**src/rtl/uart_mem_ctrl.sv**
```systemverilog
// rtl/uart_mem_ctrl.sv - UART command frame sequencer for a 256x8 byte memory
// Optional inter-byte timeout is enabled by defining UART_MEM_CTRL_TIMEOUT_EN.
module uart_mem_ctrl #(
  parameter int READ_LATENCY   = 1,
  parameter int TIMEOUT_CYCLES = 1000
) (
  input  logic       clock,
  input  logic       reset_n,
  input  logic [7:0] rx_byte,
  input  logic       rx_valid,
  output logic [7:0] tx_byte,
  output logic       tx_valid,
  input  logic       tx_ready,
  output logic       mem_read,
  output logic       mem_write,
  output logic [7:0] mem_addr,
  output logic [7:0] mem_write_byte,
  input  logic [7:0] mem_read_byte,
  output logic       busy,
  output logic       error
);

  typedef enum logic [2:0] {
    S_IDLE, S_GET_ADDR, S_GET_DATA, S_DO_WRITE, S_DO_READ, S_WAIT_READ, S_SEND
  } state_t;

  localparam logic [7:0] OP_W = 8'h57;
  localparam logic [7:0] OP_R = 8'h52;

  state_t     r_state;
  state_t     w_next;
  logic       w_error;
  logic       w_timeout;
  logic       w_opcode_ok;
  logic       r_op_w;
  logic [1:0] r_cnt;
  logic [7:0] r_tx_byte;
  logic       r_tx_valid;
  logic       r_mem_read;
  logic       r_mem_write;
  logic [7:0] r_mem_addr;
  logic [7:0] r_mem_write_byte;
  logic       r_busy;
  logic       r_error;

  assign w_opcode_ok = (rx_byte == OP_W) || (rx_byte == OP_R);

`ifdef UART_MEM_CTRL_TIMEOUT_EN
  logic [15:0] r_gap;
  logic        w_in_get;

  assign w_in_get  = (r_state == S_GET_ADDR) || (r_state == S_GET_DATA);
  assign w_timeout = w_in_get && (r_gap == 16'(TIMEOUT_CYCLES));

  // Held at zero outside the frame-gathering states, so entry always starts from 0.
  always_ff @(posedge clock or negedge reset_n) begin
    if (!reset_n) begin
      r_gap <= 16'd0;
    end else if (!w_in_get || w_timeout || rx_valid) begin
      r_gap <= 16'd0;
    end else begin
      r_gap <= r_gap + 16'd1;
    end
  end
`else
  assign w_timeout = 1'b0;
`endif

  always_comb begin
    w_next  = r_state;
    w_error = 1'b0;
    case (r_state)
      S_IDLE: begin
        if (rx_valid) begin
          if (w_opcode_ok) w_next = S_GET_ADDR;
          else             w_error = 1'b1;
        end
      end
      S_GET_ADDR: begin
        if (w_timeout) begin
          w_next  = S_IDLE;
          w_error = 1'b1;
        end else if (rx_valid) begin
          w_next = r_op_w ? S_GET_DATA : S_DO_READ;
        end
      end
      S_GET_DATA: begin
        if (w_timeout) begin
          w_next  = S_IDLE;
          w_error = 1'b1;
        end else if (rx_valid) begin
          w_next = S_DO_WRITE;
        end
      end
      S_DO_WRITE: begin
        w_next  = S_IDLE;
        w_error = rx_valid;
      end
      S_DO_READ: begin
        w_next  = S_WAIT_READ;
        w_error = rx_valid;
      end
      S_WAIT_READ: begin
        if (r_cnt == 2'd0) w_next = S_SEND;
        w_error = rx_valid;
      end
      S_SEND: begin
        if (tx_ready) w_next = S_IDLE;
        w_error = rx_valid;
      end
      default: w_next = S_IDLE;
    endcase
  end

  // Every output is a register derived from the next state, so strobes line up with their state.
  always_ff @(posedge clock or negedge reset_n) begin
    if (!reset_n) begin
      r_state          <= S_IDLE;
      r_op_w           <= 1'b0;
      r_cnt            <= 2'd0;
      r_tx_byte        <= 8'h00;
      r_tx_valid       <= 1'b0;
      r_mem_read       <= 1'b0;
      r_mem_write      <= 1'b0;
      r_mem_addr       <= 8'h00;
      r_mem_write_byte <= 8'h00;
      r_busy           <= 1'b0;
      r_error          <= 1'b0;
    end else begin
      r_state     <= w_next;
      r_error     <= w_error;
      r_busy      <= (w_next != S_IDLE);
      r_mem_write <= (w_next == S_DO_WRITE);
      r_mem_read  <= (w_next == S_DO_READ);
      r_tx_valid  <= (w_next == S_SEND);
      if (r_state == S_IDLE && rx_valid && w_opcode_ok) begin
        r_op_w <= (rx_byte == OP_W);
      end
      if (r_state == S_GET_ADDR && rx_valid && !w_timeout) begin
        r_mem_addr <= rx_byte;
      end
      if (r_state == S_GET_DATA && rx_valid && !w_timeout) begin
        r_mem_write_byte <= rx_byte;
      end
      if (r_state == S_DO_READ) begin
        r_cnt <= 2'(READ_LATENCY - 1);
      end else if (r_state == S_WAIT_READ && r_cnt != 2'd0) begin
        r_cnt <= r_cnt - 2'd1;
      end
      if (r_state == S_WAIT_READ && r_cnt == 2'd0) begin
        r_tx_byte <= mem_read_byte;
      end
    end
  end

  assign tx_byte        = r_tx_byte;
  assign tx_valid       = r_tx_valid;
  assign mem_read       = r_mem_read;
  assign mem_write      = r_mem_write;
  assign mem_addr       = r_mem_addr;
  assign mem_write_byte = r_mem_write_byte;
  assign busy           = r_busy;
  assign error          = r_error;

endmodule

```
**config.mk**
```make
export PLATFORM = sky130hd
export DESIGN_NAME = uart_mem_ctrl
export DESIGN_NICKNAME = d
export VERILOG_FILES = /design/src/rtl/uart_mem_ctrl.sv
export SDC_FILE = /design/constraint.sdc
export NUM_CORES = 1
export LEC_CHECK = 0
export ABC_AREA = 1
export BUFFER_PORTS_ARGS = -buffer_cell sky130_fd_sc_hd__buf_2
export CORE_UTILIZATION = 45
export DETAILED_ROUTE_END_ITERATION = 10
export PLACE_DENSITY = 0.68
export SYNTH_ARGS = -nofsm -noshare
export SYNTH_HDL_FRONTEND = slang
export SYNTH_SLANG_ARGS = --single-unit
```
**constraint.sdc**
```tcl
create_clock -name clock -period 2.2 [get_ports clock]
set_clock_uncertainty 0.1 [all_clocks]
set_input_delay 0.11 -clock clock [delete_from_list [all_inputs] [get_ports clock]]
set_output_delay 0.11 -clock clock [all_outputs]
set_load 0.02 [all_outputs]
```
==> flow_summary.yaml <==
cts:
  cts_resized: 0
  root_buffer: "clkbuf_4"
  postCtsSetupBuffers: 0
  clockBufferDepth: 2
  tritoncts: "built"
  cts_sinks: 35
  ctsHtreeMaxLevel: 2
  cts_hold_buf: 19
  clkLatencyLatePin_ps: 340
  clk_pin_slew_ps: 110
  numCtsBuffers: 5
synth:
  synthArstFlopShare_pct: 100.0
  netlist_instances: 171
  synth_most_common_cell: "nand2_1"
  synth_edf_count: 0
  synth_top_area_share_pct: 56.68
  synth_top_cell_by_area: "dfrtp_1"
  yosysWarnings: 0
  yosysSeqAreaShare_pct: 56.68
  syn_avg_cell_area_um2: 9.036
  synth_cell_types: 16
  yosys-top-cells-count: "nand2_1, dfrtp_1, inv_1, nor2_1, o21ai_2"
  ys.flop_type: "dfrtp_1"
  ys_ff_latch: 35
  synthTopCellsByArea: "dfrtp_1, nand2_1, o21ai_2"
  synth.cell_area_um2: 1545
  synthesis.nets: 192
critical_path:
  cp_num_buf_inv: 1
  critPathLaunchType: "register"
  rr_startpoint: "r_state[0]$_DFF_PN0_"
  crit_top_cell: "nor2_1"
  required_ps: 2330
  r2r_cells: 6
  critPathKind: "reg -> reg"
  end_kind: "register"
  crit_fanout: 18
  rr_endpoint: "busy$_DFF_PN0_"
  r2r_slack_ps: 700
  arrival_ps: 1630
  cp_cell_sequence: "inv_2, nor2_1, nand2_2, nor2_1, nor3_1, nand3_1"
  cp_num_cells: 6
  path_delay_family: "simple AND/OR/NAND/NOR gates"
  cp_slowest_cell: "dfrtp_1"
  crit_path_max_incr_delay_ps: 450
route:
  via_per_inst: 4.646
  drc: 0
  wirelength_mm: 3.259
  post_drt_wl_per_cell_um: 11.32
  dr.pass1.iters: 4
  ant_nets: 0
  num_vias: 1338
  drt_iter0_markers: 40
die:
  rows: 20
  die_area_um2: 3672
  core-area_um2: 3153
  die_width_um: 60.60
  io_pins: 49
  start_util_pct: 49.01
  die_h_um: 60.60
hold_path:
  hp-class: "in -> async"
pwr:
  leakagePower_uw: 0.001118
  powerDensity_nw_per_um2: 1229
  max-vdd-ir-drop_mv: 0.7177
final_layout:
  n_antenna_cell: 0
  area_growth_pct: 35.22
  drive_gt1_share_pct: 35.66
  n_fill_cell: 284
  instances_no_fill: 288
  final_nets: 264
  fin_util_pct: 66.27
sta:
  max_freq_mhz: 665.3
  setup_viol: 0
  finalCritPeriodShare_pct: 68.32
  setup_tns_ps: 0
  hold_violations: 0
  slew_violations: 0
  slew_headroom_pct: 48.48
  period_minus_slack_ps: 1503
  worst_slew_pin_slew_ps: 772.9
  grt_setup_unrepaired: "no"
run:
  maxCapViolCount: 0
global_routing:
  grt_max_degree: 36
  grt.total_usage_pct: 19.86
  grt-ovfl-total: 0
  antenna_found_initial: 0
  first_global_vias: 1288
  grt_pass1_wl_mm: 5.319
placed_design:
  dp.cells: 261
  gp_congestion: 0.7659
  port_buffers: 48
  place.detailed.hpwl_mm: 2.276
status:
  status: "finished, final reports clean"
==> cells in the final DEF (no fill, tap or decap), types with 3 or more instances in the layout <==
master	instances
dlygate4sd3_1	19
nand2_2	4
nor2_2	3
a21oi_1	3
inv_1	17
nand3_1	5
clkbuf_4	5
inv_2	5
nor2_1	16
o21ai_0	4
buf_2	48
nand2_1	56
dfrtp_1	35
o21ai_2	16
==> flip-flops by register name (all words and copies together), names as in the netlist <==
name,flops
mem_write,1
busy,1
r_state,3
tx_valid,1
r_cnt,2
r_op_w,1
mem_read,1
error,1
mem_addr,8
mem_write_byte,8
tx_byte,8
==> worst max path at each step <==
stage,slack [ps],endpoint,startpoint
2_1_floorplan,930,busy$_DFF_PN0_,r_cnt[0]$_DFFE_PN0P_
3_3_place_gp,770,busy$_DFF_PN0_,r_state[0]$_DFF_PN0_
3_5_place_dp,700,busy$_DFF_PN0_,r_state[0]$_DFF_PN0_
4_1_cts,680,busy$_DFF_PN0_,r_state[0]$_DFF_PN0_
5_1_grt,560,busy$_DFF_PN0_,r_state[0]$_DFF_PN0_
6_report,700,busy$_DFF_PN0_,r_state[0]$_DFF_PN0_
==> routing by layer <==
layer	wire length [um]	GRT usage, %	share of wire [%]	up-vias
met3	151	5.117	4.6	7
met5	0	0	0	-
li1	-	-	-	674
met4	40	7.792	1.2	0
met1	1468	22.73	45	617
met2	1599	35.48	49	40
==> per-stage QoR <==
stage	total power (uW)	setup slack, ps	instance area [um^2]	hold slack (ps)
floorplan	1765	934.2	1545	-285.6
global placement	2068	765.8	1818	124.3
detailed placement	2105	701.4	1818	133.4
CTS	2600	684.0	2090	294.2
global route	2757	564.8	2090	341.9
finish	2569	696.9	2090	287.9
==> power by group <==
group,total [uW],internal [uW],switching (uW)
clock,462,239,223
combinational,1070,377,692
sequential,1040,889,149
total,2570,1510,1060
==> kinds of logic after synthesis <==
kind of cell / synth area share [%]
compound gates: 11.34
buf+inv: 6.802
fa+ha+maj: 0.8096
flops: 56.68
simple gates: 24.37
==> worst register-to-register path, stage by stage, from the launching register on <==
cell	delay, ps
dfrtp_1	450
inv_2	100
nor2_1	50
nand2_2	330
nor2_1	70
nor3_1	190
nand3_1	100
==> final cells by class <==
type,instances,area [um^2],share of cell area [%]
flip-flops and latches,35,875.8,41.92
multi-input cells,112,564.3,27.01
repair buffers,67,430.4,20.60
inverters,22,82.58,3.952
well taps,44,55.05,2.635
clock inverters,3,43.79,2.096
clock buffers,5,37.54,1.796
No activity file was read; power rests on OpenSTA's default activity.
